[config.mk]
export PLATFORM = sky130hd
export DESIGN_NAME = seat_request_sequencer
export DESIGN_NICKNAME = d
export VERILOG_FILES = /design/src/rtl/seat_pkg.sv /design/src/rtl/seat_cmd_fifo.sv /design/src/rtl/seat_request_sequencer.sv
export SDC_FILE = /design/constraint.sdc
export NUM_CORES = 1
export LEC_CHECK = 0
export CORE_MARGIN = 3
export CORE_UTILIZATION = 35
export CTS_BUF_LIST = sky130_fd_sc_hd__clkbuf_16
export DETAILED_ROUTE_END_ITERATION = 16
export PLACE_DENSITY_LB_ADDON = 0.1
export SLEW_MARGIN = 15
export SYNTH_ARGS = -nofsm -noshare
export SYNTH_HDL_FRONTEND = slang
export SYNTH_HIERARCHICAL = 1
export SYNTH_SLANG_ARGS = --single-unit
[constraint.sdc]
create_clock -name clk -period 8.15 [get_ports clk]
set_input_delay 1.2225 -clock clk [delete_from_list [all_inputs] [get_ports clk]]
set_output_delay 1.2225 -clock clk [all_outputs]
set_load 0.02 [all_outputs]
[src/rtl/seat_pkg.sv]
// Shared types and widths for the seat request front end.
// Used by seat_cmd_fifo and seat_request_sequencer.
package seat_pkg;

    localparam int STUDENT_W = 32;
    localparam int SEAT_W    = 5;
    localparam int TIME_W    = 11;

    typedef enum logic [1:0] {
        EMPTY   = 2'b00,
        RELEASE = 2'b01,
        AWAY    = 2'b10,
        OCCUPY  = 2'b11
    } seat_state_t;

    typedef struct packed {
        logic [STUDENT_W-1:0] student_no;
        logic [SEAT_W-1:0]    seat_no;
        seat_state_t          state;
    } seat_cmd_t;

    typedef enum logic [1:0] {
        ST_IDLE  = 2'b00,
        ST_ISSUE = 2'b01,
        ST_GAP   = 2'b10
    } seq_state_t;

    // A request is usable only for a real seat (1..num_seats-1) and a non-EMPTY state.
    function automatic logic seat_req_ok(input logic [SEAT_W-1:0] seat,
                                         input logic [1:0] st,
                                         input int unsigned num_seats);
        return (seat != 5'd0) && (32'(seat) < num_seats) && (st != 2'b00);
    endfunction

endpackage

[src/rtl/seat_cmd_fifo.sv]
// Synchronous FIFO of seat commands with full/empty flags and occupancy count.
// Head entry is presented combinationally on rdata.
module seat_cmd_fifo
    import seat_pkg::*;
#(
    parameter int DEPTH = 8
) (
    input  logic                     clk,
    input  logic                     rst,
    input  logic                     push,
    input  logic                     pop,
    input  seat_cmd_t                wdata,
    output seat_cmd_t                rdata,
    output logic                     full,
    output logic                     empty,
    output logic [$clog2(DEPTH):0]   count
);

    localparam int AW = $clog2(DEPTH);
    localparam int CW = AW + 1;

    seat_cmd_t         mem_r [DEPTH];
    logic [AW-1:0]     wr_ptr_r;
    logic [AW-1:0]     rd_ptr_r;
    logic [CW-1:0]     count_r;
    logic              push_s;
    logic              pop_s;

    assign full   = (count_r == CW'(DEPTH));
    assign empty  = (count_r == CW'(0));
    assign push_s = push && !full;
    assign pop_s  = pop && !empty;
    assign rdata  = mem_r[rd_ptr_r];
    assign count  = count_r;

    // Storage write; contents need no reset since count gates visibility.
    always_ff @(posedge clk) begin
        if (push_s) begin
            mem_r[wr_ptr_r] <= wdata;
        end
    end

    // Pointer and occupancy bookkeeping.
    always_ff @(posedge clk) begin
        if (rst) begin
            wr_ptr_r <= '0;
            rd_ptr_r <= '0;
            count_r  <= '0;
        end else begin
            if (push_s) begin
                wr_ptr_r <= wr_ptr_r + AW'(1'b1);
            end
            if (pop_s) begin
                rd_ptr_r <= rd_ptr_r + AW'(1'b1);
            end
            count_r <= count_r + CW'(push_s) - CW'(pop_s);
        end
    end

endmodule

[src/rtl/seat_request_sequencer.sv]
// Buffers seat requests and replays them as timed write commands; also generates minute-of-day Time.
// Optional build macro SEAT_RANGE_CHECK_EN drops bad seat/state requests and counts them in err_cnt.
module seat_request_sequencer
    import seat_pkg::*;
#(
    parameter int DEPTH         = 8,
    parameter int TICKS_PER_MIN = 6000,
    parameter int MIN_PER_DAY   = 1440,
    parameter int HOLD_CYC      = 1,
    parameter int GAP_CYC       = 1,
    parameter int NUM_SEATS     = 32
) (
    input  logic                     clk,
    input  logic                     rst,
    input  logic                     req_valid,
    output logic                     req_ready,
    input  logic [STUDENT_W-1:0]     req_student_no,
    input  logic [SEAT_W-1:0]        req_seat_no,
    input  logic [1:0]               req_state,
    output logic                     write,
    output logic [STUDENT_W-1:0]     Student_No,
    output logic [SEAT_W-1:0]        Seat_No,
    output logic [1:0]               Seat_State,
    output logic [TIME_W-1:0]        Time,
    output logic [$clog2(DEPTH):0]   fifo_count,
    output logic [7:0]               err_cnt
);

    localparam int CW     = $clog2(DEPTH) + 1;
    localparam int MAXC   = (HOLD_CYC > GAP_CYC) ? HOLD_CYC : GAP_CYC;
    localparam int CNT_W  = $clog2(MAXC + 1);
    localparam int TICK_W = (TICKS_PER_MIN > 1) ? $clog2(TICKS_PER_MIN) : 1;

    seq_state_t        state_r, state_nx_s;
    logic [CNT_W-1:0]  cnt_r, cnt_nx_s;
    logic              pop_s, push_s, accept_s;
    logic              ready_r, nempty_r, write_r;
    logic              fifo_full_s, fifo_empty_s;
    logic [CW-1:0]     fifo_count_s, count_nx_s;
    seat_cmd_t         head_s, cmd_r, req_cmd_s;
    logic [TICK_W-1:0] tick_r;
    logic [TIME_W-1:0] time_r;

    assign accept_s  = req_valid && ready_r;
    assign req_cmd_s = '{student_no: req_student_no, seat_no: req_seat_no,
                         state: seat_state_t'(req_state)};

`ifdef SEAT_RANGE_CHECK_EN
    logic       req_ok_s;
    logic [7:0] err_cnt_r;

    assign req_ok_s = seat_req_ok(req_seat_no, req_state, NUM_SEATS);
    assign push_s   = accept_s && req_ok_s && !fifo_full_s;
    assign err_cnt  = err_cnt_r;

    // Saturating count of handshaken but discarded requests.
    always_ff @(posedge clk) begin
        if (rst) begin
            err_cnt_r <= 8'h00;
        end else if (accept_s && !req_ok_s && (err_cnt_r != 8'hFF)) begin
            err_cnt_r <= err_cnt_r + 8'h01;
        end
    end
`else
    assign push_s  = accept_s && !fifo_full_s;
    assign err_cnt = 8'h00;
`endif

    seat_cmd_fifo #(.DEPTH(DEPTH)) u_fifo (
        .clk   (clk),
        .rst   (rst),
        .push  (push_s),
        .pop   (pop_s),
        .wdata (req_cmd_s),
        .rdata (head_s),
        .full  (fifo_full_s),
        .empty (fifo_empty_s),
        .count (fifo_count_s)
    );

    assign count_nx_s = fifo_count_s + CW'(push_s) - CW'(pop_s);

    // Ready mirrors next-cycle fullness; nempty_r delays the FSM's view by one cycle for the N+2 latency.
    always_ff @(posedge clk) begin
        if (rst) begin
            ready_r  <= 1'b1;
            nempty_r <= 1'b0;
        end else begin
            ready_r  <= (count_nx_s != CW'(DEPTH));
            nempty_r <= (fifo_count_s != CW'(0));
        end
    end

    // Next-state, pop and hold/gap counter.
    always_comb begin
        state_nx_s = state_r;
        cnt_nx_s   = cnt_r;
        pop_s      = 1'b0;
        case (state_r)
            ST_IDLE: begin
                if (nempty_r && !fifo_empty_s) begin
                    state_nx_s = ST_ISSUE;
                    pop_s      = 1'b1;
                    cnt_nx_s   = '0;
                end else begin
                    state_nx_s = ST_IDLE;
                end
            end
            ST_ISSUE: begin
                if (cnt_r == CNT_W'(HOLD_CYC - 1)) begin
                    state_nx_s = ST_GAP;
                    cnt_nx_s   = '0;
                end else begin
                    cnt_nx_s   = cnt_r + CNT_W'(1'b1);
                end
            end
            ST_GAP: begin
                if (cnt_r == CNT_W'(GAP_CYC - 1)) begin
                    cnt_nx_s = '0;
                    if (nempty_r && !fifo_empty_s) begin
                        state_nx_s = ST_ISSUE;
                        pop_s      = 1'b1;
                    end else begin
                        state_nx_s = ST_IDLE;
                    end
                end else begin
                    cnt_nx_s = cnt_r + CNT_W'(1'b1);
                end
            end
            default: begin
                state_nx_s = ST_IDLE;
                cnt_nx_s   = '0;
            end
        endcase
    end

    // FSM state and registered command outputs; buses hold through GAP.
    always_ff @(posedge clk) begin
        if (rst) begin
            state_r <= ST_IDLE;
            cnt_r   <= '0;
            write_r <= 1'b0;
            cmd_r   <= '0;
        end else begin
            state_r <= state_nx_s;
            cnt_r   <= cnt_nx_s;
            write_r <= (state_nx_s == ST_ISSUE);
            if (pop_s) begin
                cmd_r <= head_s;
            end
        end
    end

    // Free-running minute-of-day generator.
    always_ff @(posedge clk) begin
        if (rst) begin
            tick_r <= '0;
            time_r <= '0;
        end else if (tick_r == TICK_W'(TICKS_PER_MIN - 1)) begin
            tick_r <= '0;
            time_r <= (time_r == TIME_W'(MIN_PER_DAY - 1)) ? TIME_W'(0) : time_r + TIME_W'(1'b1);
        end else begin
            tick_r <= tick_r + TICK_W'(1'b1);
        end
    end

    assign req_ready  = ready_r;
    assign write      = write_r;
    assign Student_No = cmd_r.student_no;
    assign Seat_No    = cmd_r.seat_no;
    assign Seat_State = cmd_r.state;
    assign Time       = time_r;
    assign fifo_count = fifo_count_s;

endmodule

# == Yosys cells after proc, flatten, opt, wreduce, memory -nomap -nowiden ==
# Memory sizes are Yosys's and may differ from the RTL's. A register that Yosys moved wholly into a read port is not among the register bits.
# Index checks and enable logic that the tools add are counted.
# word_totals
ff_bits,40
mem_bits_rw,312
inputBits,42
wordCells,53
memories,1
# op_classes
add_sub_neg,9
n_eq_ne,8
n_mux,13
n_reduce_logical,12
# memory_table
name,words,word_bits,rd,rd_clocked_by_memory_dff,wr,line,text
u_fifo.mem_r,8,39,1,1,1,seat_cmd_fifo.sv:22,seat_cmd_t mem_r [DEPTH];
# op_table
op,count
$add 13x1->13 const B,1
$eq 13x13->1 const B,1
$add 11x1->11 const B,1
$eq 11x11->1 const B,1
$mux 11,1
$add 4x1->4,2
$sub 4x1->4,2
$mux 1,7
$add 3x1->3 const B,2
$pmux 2 s3,1
$logic_and 1x1->1,5
$eq 2x1->1 const B,2
$eq 4x4->1 const B,1
$logic_not 4->1,1
$mux 2,2
$ne 4x4->1 const B,1
$pmux 1 s2,2
$reduce_bool 4->1,1
$reduce_or 2->1,2
$eq 2x2->1 const B,1
$logic_not 1->1,2
$logic_not 2->1,1
$ne 2x2->1 const B,1
$add 1x1->1 const B,1

# == Logic depth before layout (Yosys ltp) ==
# depth
word_depth,8
mapped_depth,15

# == Modules after synthesis ==
# Netlist, hierarchy kept.
# modules_own_cells
module,instances,cells_per_inst,area_each_um2,seq_area_each_um2
seat_cmd_fifo,1,530,12470.7,9629.2
seat_request_sequencer,1,336,2783.9,1341.3

# == Worst setup path before layout ==
# Ideal clock, no wire load.
# synth_path
path_type,input to register
from,input port req_valid
to,memory u_fifo/mem_r[0][0] (netlist name) (enable)
setup_time_ps,484
arrival_time_ps,4802
required_time_ps,7666
slack_ps,2865
path_stages,6
path_buffers,0
cell_sequence,nand2_1 -> or2_2 -> inv_1 -> inv_1 -> or3_1 -> nor3_1
# synth_via
elab_chain_len,5
# synth_rtl
item,line,text
start: declaration,seat_request_sequencer.sv:15,"input logic req_valid,"
$logic_and 1x1->1,seat_request_sequencer.sv:44,assign accept_s = req_valid && ready_r;
$logic_and 1x1->1,seat_request_sequencer.sv:65,assign push_s = accept_s && !fifo_full_s;
net push_s,seat_request_sequencer.sv:36,"logic pop_s, push_s, accept_s;"
$logic_and 1x1->1,seat_cmd_fifo.sv:31,assign push_s = push && !full;
$mux 1,seat_cmd_fifo.sv:38,if (push_s) begin
$mux 1 (not written as such),seat_cmd_fifo.sv:39,mem_r[wr_ptr_r] <= wdata;
end: declaration,seat_cmd_fifo.sv:22,
# The timed path passes the listed nets, and every way through them passes these cells.

# == Worst setup path in the final report ==
# layout_path
from,register u_fifo.count_r[2] (netlist: u_fifo/count[2])
to,register u_fifo.count_r[2] (netlist: u_fifo/count[2])
# layout_via
elab_chain_len,8
elab_cells_between_ends,13
# layout_rtl
item,line,text
start: declaration,seat_cmd_fifo.sv:25,logic [CW-1:0] count_r;
start signal: assignment,seat_cmd_fifo.sv:56,count_r <= count_r + CW'(push_s) - CW'(pop_s);
$logic_not 4->1 *,seat_cmd_fifo.sv:30,assign empty = (count_r == CW'(0));
net fifo_empty_s,seat_request_sequencer.sv:38,"logic fifo_full_s, fifo_empty_s;"
$logic_not 1->1 *,"seat_cmd_fifo.sv:32, seat_request_sequencer.sv:101, seat_request_sequencer.sv:120",
$logic_and 1x1->1,"seat_request_sequencer.sv:101, seat_request_sequencer.sv:120",
$mux 1,"seat_request_sequencer.sv:101, seat_request_sequencer.sv:120",
$mux 1,seat_request_sequencer.sv:118,if (cnt_r == CNT_W'(GAP_CYC - 1)) begin
$pmux 1 s2,seat_request_sequencer.sv:99,case (state_r)
$logic_and 1x1->1 *,seat_cmd_fifo.sv:32,assign pop_s = pop && !empty;
net u_fifo.pop_s,seat_cmd_fifo.sv:27,logic pop_s;
$sub 4x1->4 *,seat_cmd_fifo.sv:56,
# The timed path passes the listed nets; every way through them passes the cells marked *.
# A chain may end at the register's enable or synchronous reset.

==> results_dict.tcl <==
set metrics [dict create \
    clock_insertion_delay_worst_skew_ns 0.55 \
    ff2ff_setup_slack_ns 4.55 \
    post_cts_resized 0 \
    dp_hpwl_mm 17.5 \
    clock-sinks 392 \
    synth_area_leaders "edfxtp_1, mux4_2, dfxtp_1, nand2_1, mux2_4" \
    dieHeight_um 215 \
    slew_headroom 0.410 \
    arrival_ns 4.01 \
    dieArea_um2 46100 \
    power_mw 5.18 \
    holdPathStages 2 \
    ys_ff_latch 392 \
    synthTopCellsByCount "edfxtp_1, nand2_1, dfxtp_1" \
    drtIter0Drc 469 \
    grt_pass1_wl_mm 49.4 \
    cp.required_ns 8.55 \
    skew_ns 0.0131 \
    port_buffers 97 \
    grtUsageTotal 0.137 \
    n_antenna_cell 0 \
    r2r_start "u_fifo/count[2]$_SDFF_PP0_" \
    areaGrowthSynthToFinish_pct 19.0 \
    antenna_found_initial 0 \
    yosysUniqueCellTypes 44 \
    rr_worst_depth 13 \
    setup_slack_ns 4.55 \
    core_region_area_um2 42500 \
    hold_buffers 0 \
    finalWirelength_mm 31.4 \
    via_count 7628 \
    max_cap_violations 0 \
    crit_type "flop to flop" \
    fin_crit_ns 3.60 \
    p_leak_nw 5.75 \
    path_cells "inv_1, ha_1, nor3b_1, or3b_2, inv_2, nor2b_1, ha_1, inv_1, ha_1, inv_1, fa_1, xor2_1, nor2_1" \
    cts-buffers-inserted 43 \
    worstPathMaxFanout 42 \
    cp-start-kind "flop" \
    min-delay-start "Student_No[7]$_SDFFE_PP0P_" \
    cts_root_buf "clkbuf_16" \
    fmax_mhz 277 \
    finalHoldViolCount 0 \
    dp_slack_ns 4.17 \
    status "completed" \
    power_density_nw_per_um2 286 \
    synth_area_um2 15300 \
    ant_nets 0 \
    grt_max_degree 63 \
    drv_slew 0 \
    max_stage_delay_ns 0.66 \
    syn_avg_cell_area_um2 17.6 \
    cts_buffer_depth 3 \
    drive_gt1_frac 0.205 \
    yosysSeqAreaShare 0.719 \
    clkSlewWorstSetupHoldPaths_ns 0.06 \
    cp_top_family "simple AND/OR/NAND/NOR gates" \
    fin_nets 1039 \
    placementRows 75 \
    drc_errors 0 \
    num_io_pins 106 \
    netlist_instances 866 \
    timing.rr.end "u_fifo/count[2]$_SDFF_PP0_" \
    synth.most_common_cell "edfxtp_1" \
    worst_pin_slew_ns 0.885 \
    tritoncts "built" \
    synth-edff-count 312 \
    worst_hold_path_type "flop to flop" \
    start_util 0.359 \
    holdWs_ns 0.453 \
    vdd_drop_max_mv 0.124 \
    yosys.area.top_type "edfxtp_1" \
    fin_crit_sh 0.442 \
    gp_congestion 0.686 \
    async_flop_share 0 \
    setup_viol 0 \
    crit_slowest_cell "inv_2" \
    grt_pass1_vias 8165 \
    yosysTopAreaCellShare 0.614 \
    yosys_warnings 6 \
    hold_end "Student_No[7]$_SDFFE_PP0P_" \
    ys.flop_type "edfxtp_1" \
    post_cts_buffers 0 \
    die_width_um 215 \
    cts.htree.levels 2 \
    gr-total-overflow 0 \
    fin_tns_setup_ns 0 \
    endpoint_kind "flop" \
    fill_cells 3782 \
    firstDrtPassIters 4 \
    wl_per_cell_um 19.8 \
    via_per_inst 4.80 \
    cp_num_buf_inv 4 \
    grt_setup_unrepaired "no" \
]
cell type report:
cell class	instances	area (um2)	area share
timing repair buffer	110	1060	0.0586
sequential	392	11000	0.605
tap	577	722	0.0398
clock inverter	34	231	0.0128
multi-input combinational	411	3990	0.220
inverter	22	82.6	0.00455
clock buffer	43	1080	0.0593
cells by family after synthesis:
kind of cell    synth area share
flops                      0.719
buf+inv                   0.0245
other cells             0.000246
mux                        0.151
simple gates              0.0563
compound gates            0.0258
fa+ha+maj                 0.0149
xor+xnor                 0.00804
flip-flops by register name, indices dropped and copies added, names as in the netlist, named ones only:
register	flops
Time	11
u_fifo/count	4
req_ready	1
Seat_No	5
Student_No	32
write	1
tick_r	13
u_fifo/wr_ptr_r	3
u_fifo/mem_r	312
u_fifo/rd_ptr_r	3
nempty_r	1
Seat_State	2
state_r	1
worst reg2reg max path, cell delays in order, from the launching register on:
cell and delay (ns):
dfxtp_1 0.34, inv_1 0.08, ha_1 0.21, nor3b_1 0.17
or3b_2 0.49, inv_2 0.66, nor2b_1 0.41, ha_1 0.29
inv_1 0.05, ha_1 0.15, inv_1 0.05, fa_1 0.37
xor2_1 0.14, nor2_1 0.05
metal layers:
metal	track usage	share of wire
met2	0.228	0.49
met5	0	0
met4	0.0359	0.020
met1	0.185	0.46
met3	0.0295	0.036
cells in the final DEF (no fill, tap or decap), types with 4 or more instances in the layout:
| master | instances |
|---|---|
| o21ai_0 | 9 |
| nand2b_1 | 6 |
| mux2_2 | 21 |
| xor2_1 | 7 |
| clkbuf_16 | 43 |
| xnor2_1 | 7 |
| or3_1 | 9 |
| clkinv_1 | 16 |
| nor2_4 | 6 |
| dfxtp_1 | 77 |
| clkinv_2 | 4 |
| conb_1 | 8 |
| a21oi_1 | 57 |
| mux2_4 | 20 |
| edfxtp_1 | 312 |
| nand4_1 | 6 |
| and4_1 | 5 |
| nor2_1 | 22 |
| clkdlybuf4s50_1 | 96 |
| clkinvlp_4 | 4 |
| nand3_1 | 11 |
| mux4_2 | 78 |
| nand2_1 | 90 |
| buf_4 | 13 |
| ha_1 | 15 |
| inv_1 | 27 |
stage by stage:
stage / util / std cells / area, um2
floorplan: - / 873 / 15300
global placement: 0.396 / 1512 / 16800
detailed placement: 0.396 / 1512 / 16800
CTS: 0.427 / 1589 / 18100
global route: 0.427 / 1589 / 18100
finish: 0.427 / 1589 / 18100
how the worst max path moves through the flow:
| stage | startpoint | cells past startpoint | end |
|---|---|---|---|
| floorplan | req_valid | 6 | u_fifo/mem_r[0][0]$_DFFE_PP_ |
| global placement | req_valid | 7 | u_fifo/mem_r[3][23]$_DFFE_PP_ |
| detailed placement | req_valid | 7 | u_fifo/mem_r[3][23]$_DFFE_PP_ |
| CTS | u_fifo/count[2]$_SDFF_PP0_ | 13 | u_fifo/count[2]$_SDFF_PP0_ |
| global route | u_fifo/count[2]$_SDFF_PP0_ | 13 | u_fifo/count[2]$_SDFF_PP0_ |
| finish | u_fifo/count[2]$_SDFF_PP0_ | 13 | u_fifo/count[2]$_SDFF_PP0_ |
report_power, final:
group,switching (mW),total [mW],internal (mW)
combinational,0.516,0.942,0.426
clock,0.761,1.81,1.05
sequential,0.0708,2.43,2.36
No activity file was read; power rests on OpenSTA's default activity.
